[src/rtl/uart_tx_engine.sv]
// uart_tx_engine
//   Serializing UART transmit engine. Pops one word per frame from the TX
//   byte FIFO and sends start bit, data bits (LSB first), optional parity
//   and one or two stop bits, each held for CLKS_PER_BIT clocks.
//
// Ports
//   Clk        : clock, rising edge
//   Reset      : synchronous, active-high reset
//   tx_en      : permits starting a new frame (an active frame always completes)
//   fifo_data  : FIFO read data, valid the cycle after fifo_rd_en
//   fifo_empty : FIFO empty flag
//   fifo_rd_en : one-cycle combinational pop request
//   tx         : registered serial output, idles high
//   busy       : high whenever the engine is not idle
//   tx_done    : one-cycle pulse in the first idle cycle after the last stop bit
module uart_tx_engine #(
  parameter int DATA_WIDTH   = 8,
  parameter int CLKS_PER_BIT = 868,
  parameter int STOP_BITS    = 1,
  parameter int PARITY_EN    = 0,
  parameter int PARITY_ODD   = 0
) (
  input  logic                  Clk,
  input  logic                  Reset,
  input  logic                  tx_en,
  input  logic [DATA_WIDTH-1:0] fifo_data,
  input  logic                  fifo_empty,
  output logic                  fifo_rd_en,
  output logic                  tx,
  output logic                  busy,
  output logic                  tx_done
);

  localparam int BAUD_W = (CLKS_PER_BIT > 1) ? $clog2(CLKS_PER_BIT) : 1;
  localparam int SEL_W  = $clog2(DATA_WIDTH);
  localparam int IDX_W  = SEL_W + 1;

  localparam logic [BAUD_W-1:0] BAUD_LAST = BAUD_W'(CLKS_PER_BIT - 1);
  localparam logic [IDX_W-1:0]  IDX_LAST  = IDX_W'(DATA_WIDTH - 1);
  // The stop counter is one bit: value 1 is the last stop bit when two are sent.
  localparam logic              STOP_LAST = (STOP_BITS == 2);
  localparam logic              HAS_PAR   = (PARITY_EN != 0);
  localparam logic              ODD_PAR   = (PARITY_ODD != 0);

  typedef enum logic [2:0] {
    S_IDLE,
    S_FETCH,
    S_START,
    S_DATA,
    S_PARITY,
    S_STOP
  } state_e;

  state_e                  state_q, state_d;
  logic [DATA_WIDTH-1:0]   shreg_q, shreg_d;
  logic [BAUD_W-1:0]       baud_q, baud_d;
  logic [IDX_W-1:0]        idx_q, idx_d;
  logic                    stop_q, stop_d;
  logic                    tx_q, tx_d;
  logic                    done_q, done_d;

  logic                    bit_end;
  logic [BAUD_W-1:0]       baud_inc;
  logic [IDX_W-1:0]        idx_inc;

  function automatic logic parity_bit(input logic [DATA_WIDTH-1:0] d);
    return (^d) ^ ODD_PAR;
  endfunction

  assign bit_end  = (baud_q == BAUD_LAST);
  assign baud_inc = baud_q + BAUD_W'(1);
  assign idx_inc  = idx_q + IDX_W'(1);

  // Pop is combinational so the FIFO word arrives in the FETCH cycle;
  // gating with Reset keeps a byte from being lost while the engine is held.
  assign fifo_rd_en = (state_q == S_IDLE) & tx_en & ~fifo_empty & ~Reset;
  assign busy       = (state_q != S_IDLE);
  assign tx         = tx_q;
  assign tx_done    = done_q;

  always_comb begin
    state_d = state_q;
    shreg_d = shreg_q;
    baud_d  = baud_q;
    idx_d   = idx_q;
    stop_d  = stop_q;
    tx_d    = tx_q;
    done_d  = 1'b0;

    case (state_q)
      S_IDLE: begin
        tx_d   = 1'b1;
        baud_d = '0;
        idx_d  = '0;
        stop_d = 1'b0;
        if (fifo_rd_en) state_d = S_FETCH;
      end

      // fifo_empty lags the pop by a cycle, so it is not looked at here.
      S_FETCH: begin
        shreg_d = fifo_data;
        tx_d    = 1'b0;
        baud_d  = '0;
        state_d = S_START;
      end

      S_START: begin
        if (bit_end) begin
          baud_d  = '0;
          idx_d   = '0;
          tx_d    = shreg_q[0];
          state_d = S_DATA;
        end else begin
          baud_d = baud_inc;
        end
      end

      S_DATA: begin
        if (bit_end) begin
          baud_d = '0;
          if (idx_q == IDX_LAST) begin
            stop_d = 1'b0;
            if (HAS_PAR) begin
              tx_d    = parity_bit(shreg_q);
              state_d = S_PARITY;
            end else begin
              tx_d    = 1'b1;
              state_d = S_STOP;
            end
          end else begin
            idx_d = idx_inc;
            tx_d  = shreg_q[idx_inc[SEL_W-1:0]];
          end
        end else begin
          baud_d = baud_inc;
        end
      end

      S_PARITY: begin
        if (bit_end) begin
          baud_d  = '0;
          stop_d  = 1'b0;
          tx_d    = 1'b1;
          state_d = S_STOP;
        end else begin
          baud_d = baud_inc;
        end
      end

      S_STOP: begin
        if (bit_end) begin
          baud_d = '0;
          if (stop_q == STOP_LAST) begin
            done_d  = 1'b1;
            stop_d  = 1'b0;
            state_d = S_IDLE;
          end else begin
            stop_d = 1'b1;
          end
        end else begin
          baud_d = baud_inc;
        end
      end

      default: begin
        tx_d    = 1'b1;
        state_d = S_IDLE;
      end
    endcase
  end

  always_ff @(posedge Clk) begin
    if (Reset) begin
      state_q <= S_IDLE;
      baud_q  <= '0;
      idx_q   <= '0;
      stop_q  <= 1'b0;
      tx_q    <= 1'b1;
      done_q  <= 1'b0;
    end else begin
      state_q <= state_d;
      baud_q  <= baud_d;
      idx_q   <= idx_d;
      stop_q  <= stop_d;
      tx_q    <= tx_d;
      done_q  <= done_d;
    end
  end

  // Frame data register carries no reset; it is always reloaded in FETCH.
  always_ff @(posedge Clk) begin
    shreg_q <= shreg_d;
  end

endmodule

[config.mk]
export PLATFORM = sky130hd
export DESIGN_NAME = uart_tx_engine
export DESIGN_NICKNAME = d
export VERILOG_FILES = /design/src/rtl/uart_tx_engine.sv
export SDC_FILE = /design/constraint.sdc
export NUM_CORES = 1
export LEC_CHECK = 0
export ABC_AREA = 1
export CORE_MARGIN = 2
export CORE_UTILIZATION = 35
export CTS_BUF_LIST = sky130_fd_sc_hd__clkbuf_8
export DETAILED_ROUTE_END_ITERATION = 6
export GPL_TIMING_DRIVEN = 0
export SLEW_MARGIN = 20
export SYNTH_ARGS = -nofsm -noshare
export SYNTH_HDL_FRONTEND = slang
export SYNTH_SLANG_ARGS = --single-unit
export TNS_END_PERCENT = 20
[constraint.sdc]
create_clock -name Clk -period 1.4 [get_ports Clk]
set_clock_uncertainty 0.05 [all_clocks]
set_input_delay 0.28 -clock Clk [delete_from_list [all_inputs] [get_ports Clk]]
set_output_delay 0.28 -clock Clk [all_outputs]
set_load 0.01 [all_outputs]
==> metrics.csv, run 1 <==
stage;metric;value;unit
status;status;finished, violations left;
status;violations;setup timing;
placement;portBuffers;14;
sta;rsz0062_at_grt;true;
sta;min_period;1.43;ns
setup_path;worstPathMaxFanout;6;
finish;fin_cells;290;
floorplan;rows;23;
clock_tree;clk_latency;0.28;ns
sta;finalHoldViolCount;0;
power_and_ir_drop;p_leak;0.797;nW
detailed_routing;drc_errors;0;
flow_run;cap_violations;0;
global_route;grt_usage;12.9;%
sta;final.period_utilization;102;%
power_and_ir_drop;clock_power_share;13.3;%
logic_synthesis;ys_types;22;
hold_path;hp-start;Reset;
setup_path;crit_type;reg2out;
clock_tree;cts_made_buffers;3;
floorplan;core;0.00403;sq mm
global_route;antenna_found_initial;0;
global_route;grt_start_max_net_pins;15;
power_and_ir_drop;max-vdd-ir-drop;641;uV
sta;drv_slew;0;
setup_path;crit_start;state_q[0];
detailed_routing;avgViaCountPerCell;4.79;
detailed_routing;post_drt_wl_per_cell;11.6;um
setup_path;reg2reg_from;state_q[1];
clock_tree;clock-root-buffer;clkbuf_8;
power_and_ir_drop;p_seq_share;33.4;%
floorplan;die_w;69.1;um
sta;setup_viol;1;
floorplan;dieArea;0.00477;sq mm
global_route;grt_pass1_wl;5200;um
detailed_routing;drt.antenna.violating_nets;0;
clock_tree;cts_tree;done;
finish;nNetsFinal;258;
finish;syn_to_final_growth;33.1;%
clock_tree;clock_sinks;27;
clock_tree;cts.htree.levels;1;
logic_synthesis;syn_nets;229;
setup_path;crit_path_end_kind;primary output;
sta;setup_slack;-0.0320;ns
logic_synthesis;avgSynthCellArea;6.99;sq um
logic_synthesis;yosysWarnings;0;
sta;tns;-0.0320;ns
floorplan;chipHeight;69.1;um
logic_synthesis;synth_area;0.00148;sq mm
logic_synthesis;synthCells;212;
power_and_ir_drop;p_int;2.03;mW
sta;timing.fmax;0.698;GHz
power_and_ir_drop;power.density;1780;mW/mm^2
power_and_ir_drop;power.switching;1.48;mW
detailed_routing;vias;1390;
floorplan;pin_count;16;
finish;design_area;0.00197;sq mm
detailed_routing;firstDrtPassIters;4;
clock_tree;clk_pin_slew;0.10;ns
setup_path;r2r_slack;0.02;ns
placement;dpl_cell_area;0.00169;sq mm
finish;fin_util;48.9;%
setup_path;arrival;1.10;ns
global_route;grt-ovfl-total;0;
setup_path;cp.required;1.07;ns
hold_path;hp-class;in2reg;
global_route;first_global_vias;1206;
placement;dpl.hpwl;2260;um
clock_tree;holdBufCountCts;0;
detailed_routing;wl;3370;um
placement;dp_cells;276;
finish;drive_above_1_share;26.3;%
floorplan;initial_utilization;36.8;%
logic_synthesis;ys_ff_latch;27;
detailed_routing;drt-initial-drc-count;65;
power_and_ir_drop;sw_frac_of_total;42.2;%
sta;slew_headroom;83.6;%
clock_tree;clk_path_buf_depth;2;
logic_synthesis;synth-seq-area-share;41.9;%
power_and_ir_drop;p_comb_share;53.3;%
setup_path;critPathLaunchType;flip-flop;
power_and_ir_drop;total_power;3.51;mW
sta;worst_pin_slew;0.246;ns
finish;diodes;0;
placement;routabilityCongestion;0.866;
## cell usage after synthesis
cell type | instances | share of area, %
nand3_1 | 24 | 8.1
nor2_2 | 4 | 1.7
nor3b_1 | 1 | 0.51
edfxtp_1 | 8 | 16
xor2_1 | 2 | 1.2
o21ai_0 | 3 | 1.0
nor2_1 | 27 | 6.8
inv_2 | 4 | 1.0
nand2_2 | 4 | 1.7
nor3_1 | 4 | 1.4
nand4_1 | 4 | 1.7
and2_4 | 1 | 0.59
nand3b_1 | 1 | 0.51
nand2_1 | 58 | 15
dfxtp_1 | 19 | 26
ha_1 | 5 | 4.2
inv_1 | 25 | 6.3
a21oi_1 | 13 | 4.4
nor3_2 | 1 | 0.68
clkbuf_2 | 1 | 0.34
buf_2 | 2 | 0.68
xnor2_1 | 1 | 0.59
## repair_timing
| item | 4_1_cts | 5_1_grt |
|---|---|---|
| pin swaps | 4 | 6 |
| gates resized for setup | 30 | 28 |
| buffers inserted | 5 | 6 |
| endpoints found under the setup margin | 29 | 18 |
## kinds of logic (layout without fill, tap and decap cells)
logic type,after synthesis,in the layout,synth area share [%]
simple gates,129,129,38.3
buf+inv,32,60,8.36
flops,27,27,41.9
xor+xnor,3,3,1.77
compound gates,16,16,5.40
fa+ha+maj,5,5,4.22
## layout make-up
cell class / instances / area (sq um)
plain buffers: 2 / 10.0
clock buffers: 3 / 41.3
fillers: 414 / 2060
inverters: 29 / 111
flip-flops and latches: 27 / 636
clock inverters: 1 / 3.75
well taps: 50 / 62.6
repair buffers: 25 / 221
multi-input cells: 153 / 886
## per-stage QoR
stage	worst slack (ns)	hold WS (ns)
2_1_floorplan	0.0109	0.329
3_3_place_gp	-0.484	0.430
3_5_place_dp	-0.491	0.435
4_1_cts	-0.0455	0.226
5_1_grt	-0.0841	0.242
6_report	-0.0320	0.222
## layout by cell type (no fill, tap or decap), types with 4 or more instances in the layout
cell type and count:
nor2_2 5, nand4_1 4, nand2_4 5, nor2_1 21
inv_1 23, buf_4 10, dfxtp_1 13, buf_2 4
edfxtp_1 8, nand3_1 21, a21oi_1 13, clkdlybuf4s50_1 9
nand2_1 50, nor2_4 5, inv_2 6, nand2_2 7
## path summary, 6_finish.rpt
path / end / depth (start not counted)
setup reg to reg: state_q[2] / 7
setup / recovery: fifo_rd_en / 4
hold reg to reg: baud_q[1] / 2
hold / removal: idx_q[1] / 2
## state kept, by name, summed over array words and instances, names as in the netlist
register	flops
baud_q	10
tx	1
shreg_q	8
idx_q	4
state_q	3
tx_done	1
## routing by layer
| layer | vias up | track usage (%) | routed length [um] |
|---|---|---|---|
| met5 | - | 0 | 0 |
| met4 | 0 | 3.92 | 48 |
| met3 | 5 | 2.34 | 83 |
| met2 | 18 | 20.6 | 1570 |
| met1 | 626 | 17.7 | 1660 |
| li1 | 741 | - | - |
## power groups by stage
| stage | combinational, mW | clock [mW] | sequential, mW |
|---|---|---|---|
| finish | 1.87 | 0.465 | 1.17 |
| CTS | 1.49 | 0.462 | 1.15 |
| floorplan | 1.04 | 0 | 1.11 |
| global placement | 1.36 | 0 | 1.14 |
| global route | 2.09 | 0.503 | 1.18 |
| detailed placement | 1.36 | 0 | 1.13 |
## critical path, cell delays in order, from the launching register on
cell	delay (ns)
dfxtp_4	0.39
nor2_4	0.14
nand2_2	0.07
nor2_2	0.09
buf_2	0.13
(Power assumes the default switching activity.)
==> run 2, diff against run 1 <==
--- a/config.mk
+++ b/config.mk
@@ -10,7 +10,6 @@
 export CORE_UTILIZATION = 35
 export CTS_BUF_LIST = sky130_fd_sc_hd__clkbuf_8
 export DETAILED_ROUTE_END_ITERATION = 6
-export GPL_TIMING_DRIVEN = 0
 export SLEW_MARGIN = 20
 export SYNTH_ARGS = -nofsm -noshare
 export SYNTH_HDL_FRONTEND = slang
==> metrics.csv, run 2 (synthesized netlist as in run 1, its figures left out) <==
stage;metric;value;unit;change
status;status;finished, violations left;;unchanged
status;violations;setup timing;;unchanged
power_and_ir_drop;sw_frac_of_total;41.3;%;was 42.2%
power_and_ir_drop;p_seq_share;28.8;%;was 33.4%
clock_tree;clk_latency;0.27;ns;was 0.28 ns
setup_path;crit_path_end_kind;primary output;;unchanged
sta;finalHoldViolCount;0;;unchanged
detailed_routing;drt.antenna.violating_nets;0;;unchanged
power_and_ir_drop;max-vdd-ir-drop;789;uV;was 641 uV
floorplan;core;0.00403;sq mm;unchanged
global_route;grt_pass1_wl;5660;um;was 5200 um
setup_path;crit_path_max_incr_delay;0.37;ns;was 0.39 ns
placement;dpl.hpwl;2510;um;was 2260 um
finish;layout_common_cells;44 x nand2_1, 24 x buf_4, 22 x inv_1;;was 50 x nand2_1, 23 x inv_1, 21 x nor2_1, 21 x nand3_1
setup_path;path_cells;nor2_4 -> nand2_2 -> buf_6 -> nor2_1 -> buf_2;;was nor2_4 -> nand2_2 -> nor2_2 -> buf_2
clock_tree;clock_sinks;27;;unchanged
detailed_routing;wl;3540;um;was 3370 um
finish;fillers;379;;was 414
finish;fin_util;54.2;%;was 48.9%
hold_path;hp-start;baud_q[9];;was Reset
floorplan;dieArea;0.00477;sq mm;unchanged
finish;multiInputGateArea;951;sq um;was 886 sq um
setup_path;cp.required;1.07;ns;about the same
sta;rsz0062_at_grt;true;;unchanged
power_and_ir_drop;clock_power_share;11.6;%;was 13.3%
setup_path;arrival;1.10;ns;about the same
finish;design_area;0.00218;sq mm;was 0.00197 sq mm
placement;dpl_cell_area;0.00186;sq mm;was 0.00169 sq mm
setup_path;crit_type;reg2out;;unchanged
detailed_routing;avgViaCountPerCell;4.74;;was 4.79
finish;drive_above_1_share;37.0;%;was 26.3%
finish;final_common_cell;nand2_1;;unchanged
detailed_routing;firstDrtPassIters;4;;unchanged
finish;largest-register;baud_q;;unchanged
clock_tree;clk_path_buf_depth;2;;unchanged
power_and_ir_drop;p_leak;0.905;nW;was 0.797 nW
setup_path;r2r_end;idx_q[1];;was state_q[2]
setup_path;critPathLaunchType;flip-flop;;unchanged
sta;slew_headroom;78.9;%;was 83.6%
global_route;grt_start_max_net_pins;16;;was 15
clock_tree;cts_made_buffers;3;;unchanged
power_and_ir_drop;total_power;3.79;mW;was 3.51 mW
placement;portBuffers;15;;was 14
placement;routabilityCongestion;0.842;;was 0.866
floorplan;pin_count;16;;unchanged
detailed_routing;vias;1456;;was 1390
clock_tree;cts_tree;done;;unchanged
finish;diodes;0;;unchanged
floorplan;rows;23;;unchanged
sta;worst_pin_slew;0.314;ns;was 0.246 ns
sta;final.period_utilization;102;%;about the same
hold_path;hold-path-endpoint;baud_q[9];;was idx_q[1]
power_and_ir_drop;p_int;2.22;mW;was 2.03 mW
hold_path;hp-class;reg2reg;;was in2reg
sta;timing.fmax;0.700;GHz;was 0.698 GHz
detailed_routing;drt-initial-drc-count;62;;was 65
clock_tree;clock-root-buffer;clkbuf_8;;unchanged
floorplan;initial_utilization;36.8;%;unchanged
sta;min_period;1.43;ns;about the same
clock_tree;clk_pin_slew;0.10;ns;about the same
global_route;grt-ovfl-total;0;;unchanged
sta;setup_slack;-0.0294;ns;was -0.0320 ns
sta;tns;-0.0294;ns;was -0.0320 ns
sta;fin_hold_ws;0.478;ns;was 0.222 ns
finish;register_area;632;sq um;was 636 sq um
floorplan;chipHeight;69.1;um;unchanged
finish;syn_to_final_growth;47.5;%;was 33.1%
setup_path;reg2reg_from;baud_q[4];;was state_q[1]
finish;largestRegisters;baud_q x10, shreg_q x8, idx_q x4;;unchanged
setup_path;critPathTopFamily;flip-flops;;unchanged
setup_path;r2r_slack;0;ns;was 0.02 ns
hold_path;whs_path_depth;2;;unchanged
detailed_routing;drc_errors;0;;unchanged
finish;nNetsFinal;275;;was 258
clock_tree;cts.htree.levels;1;;unchanged
power_and_ir_drop;power.density;1730;mW/mm^2;was 1780 mW/mm^2
clock_tree;holdBufCountCts;0;;unchanged
finish;fin_cells;307;;was 290
power_and_ir_drop;power.switching;1.56;mW;was 1.48 mW
finish;largest_reg_flops;10;;unchanged
setup_path;rr_worst_depth;9;;was 7
global_route;antenna_found_initial;0;;unchanged
placement;dp_cells;298;;was 276
sta;setup_viol;1;;unchanged
setup_path;cp_slowest_cell;dfxtp_4;;unchanged
floorplan;die_w;69.1;um;unchanged
global_route;grt_usage;14.1;%;was 12.9%
flow_run;cap_violations;0;;unchanged
setup_path;worstPathMaxFanout;2;;was 6
power_and_ir_drop;p_comb_share;59.5;%;was 53.3%
setup_path;critPathBufInv;2;;was 1
placement;preCtsSetupSlack;-0.545;ns;was -0.491 ns
sta;drv_slew;0;;unchanged
global_route;first_global_vias;1313;;was 1206
detailed_routing;post_drt_wl_per_cell;11.5;um;was 11.6 um
-- run 2: cell count changes in the layout (fill, tap and decap cells not counted), moves of 2 or more --
| cell | before | now |
|---|---|---|
| a21oi_1 | 13 | 9 |
| a21oi_2 | 0 | 4 |
| dfxtp_2 | 3 | 6 |
| buf_6 | 0 | 5 |
| buf_4 | 10 | 24 |
| buf_2 | 4 | 1 |
| nand2_1 | 50 | 44 |
| nand2_2 | 7 | 14 |
| ha_2 | 2 | 0 |
| dfxtp_4 | 3 | 1 |
| ha_4 | 2 | 4 |
| nor2_1 | 21 | 19 |
-- run 2: repair_timing --
| action | 4_1_cts | 5_1_grt |
|---|---|---|
| pin swaps | 6 | 13 |
| endpoints found under the setup margin | 20 | 20 |
| setup buffers | 2 | 3 |
| gates resized for setup | 27 | 55 |
| hold endpoints to repair | 0 | 0 |
-- run 2: cell type report --
type	instances	share of cell area, %
clock inverters	1	0.229
repair buffers	44	17.5
clock buffers	3	1.89
flip-flops and latches	27	28.9
well taps	50	2.86
inverters	29	5.10
multi-input cells	153	43.5
-- run 2: worst max-delay path by stage --
stage,start,to,slack [ns],cells after the start
6_report,state_q[2],fifo_rd_en,-0.03,5
4_1_cts,state_q[0],fifo_rd_en,-0.07,5
3_5_place_dp,Reset,fifo_rd_en,-0.55,5
3_3_place_gp,Reset,fifo_rd_en,-0.54,5
2_1_floorplan,state_q[1],baud_q[5],0.01,7
5_1_grt,baud_q[4],idx_q[1],-0.13,9
-- run 2: power by group through the flow --
stage	Combinational [mW]	Sequential (mW)	Clock, mW
floorplan	1.04	1.11	0
global placement	1.75	1.05	0
detailed placement	1.75	1.05	0
CTS	1.85	1.06	0.456
global route	2.48	1.11	0.490
finish	2.25	1.09	0.440
-- run 2: worst register-to-register path: stages, from the launching register on --
cell     delay (ns)
dfxtp_1        0.37
inv_1          0.13
nand2_1        0.06
nor2_1         0.24
nand3_4        0.12
nand2_4        0.12
nand2_4        0.08
nand2_2        0.05
nand2_1        0.04
nor2_1         0.08
-- run 2: routing by layer --
layer | vias to the layer above | routed length, um | global-route usage [%]
met3 | 2 | 77 | 2.19
met5 | - | 0 | 0
li1 | 765 | - | -
met2 | 12 | 1760 | 23.6
met1 | 677 | 1680 | 19.2
met4 | 0 | 24 | 3.27
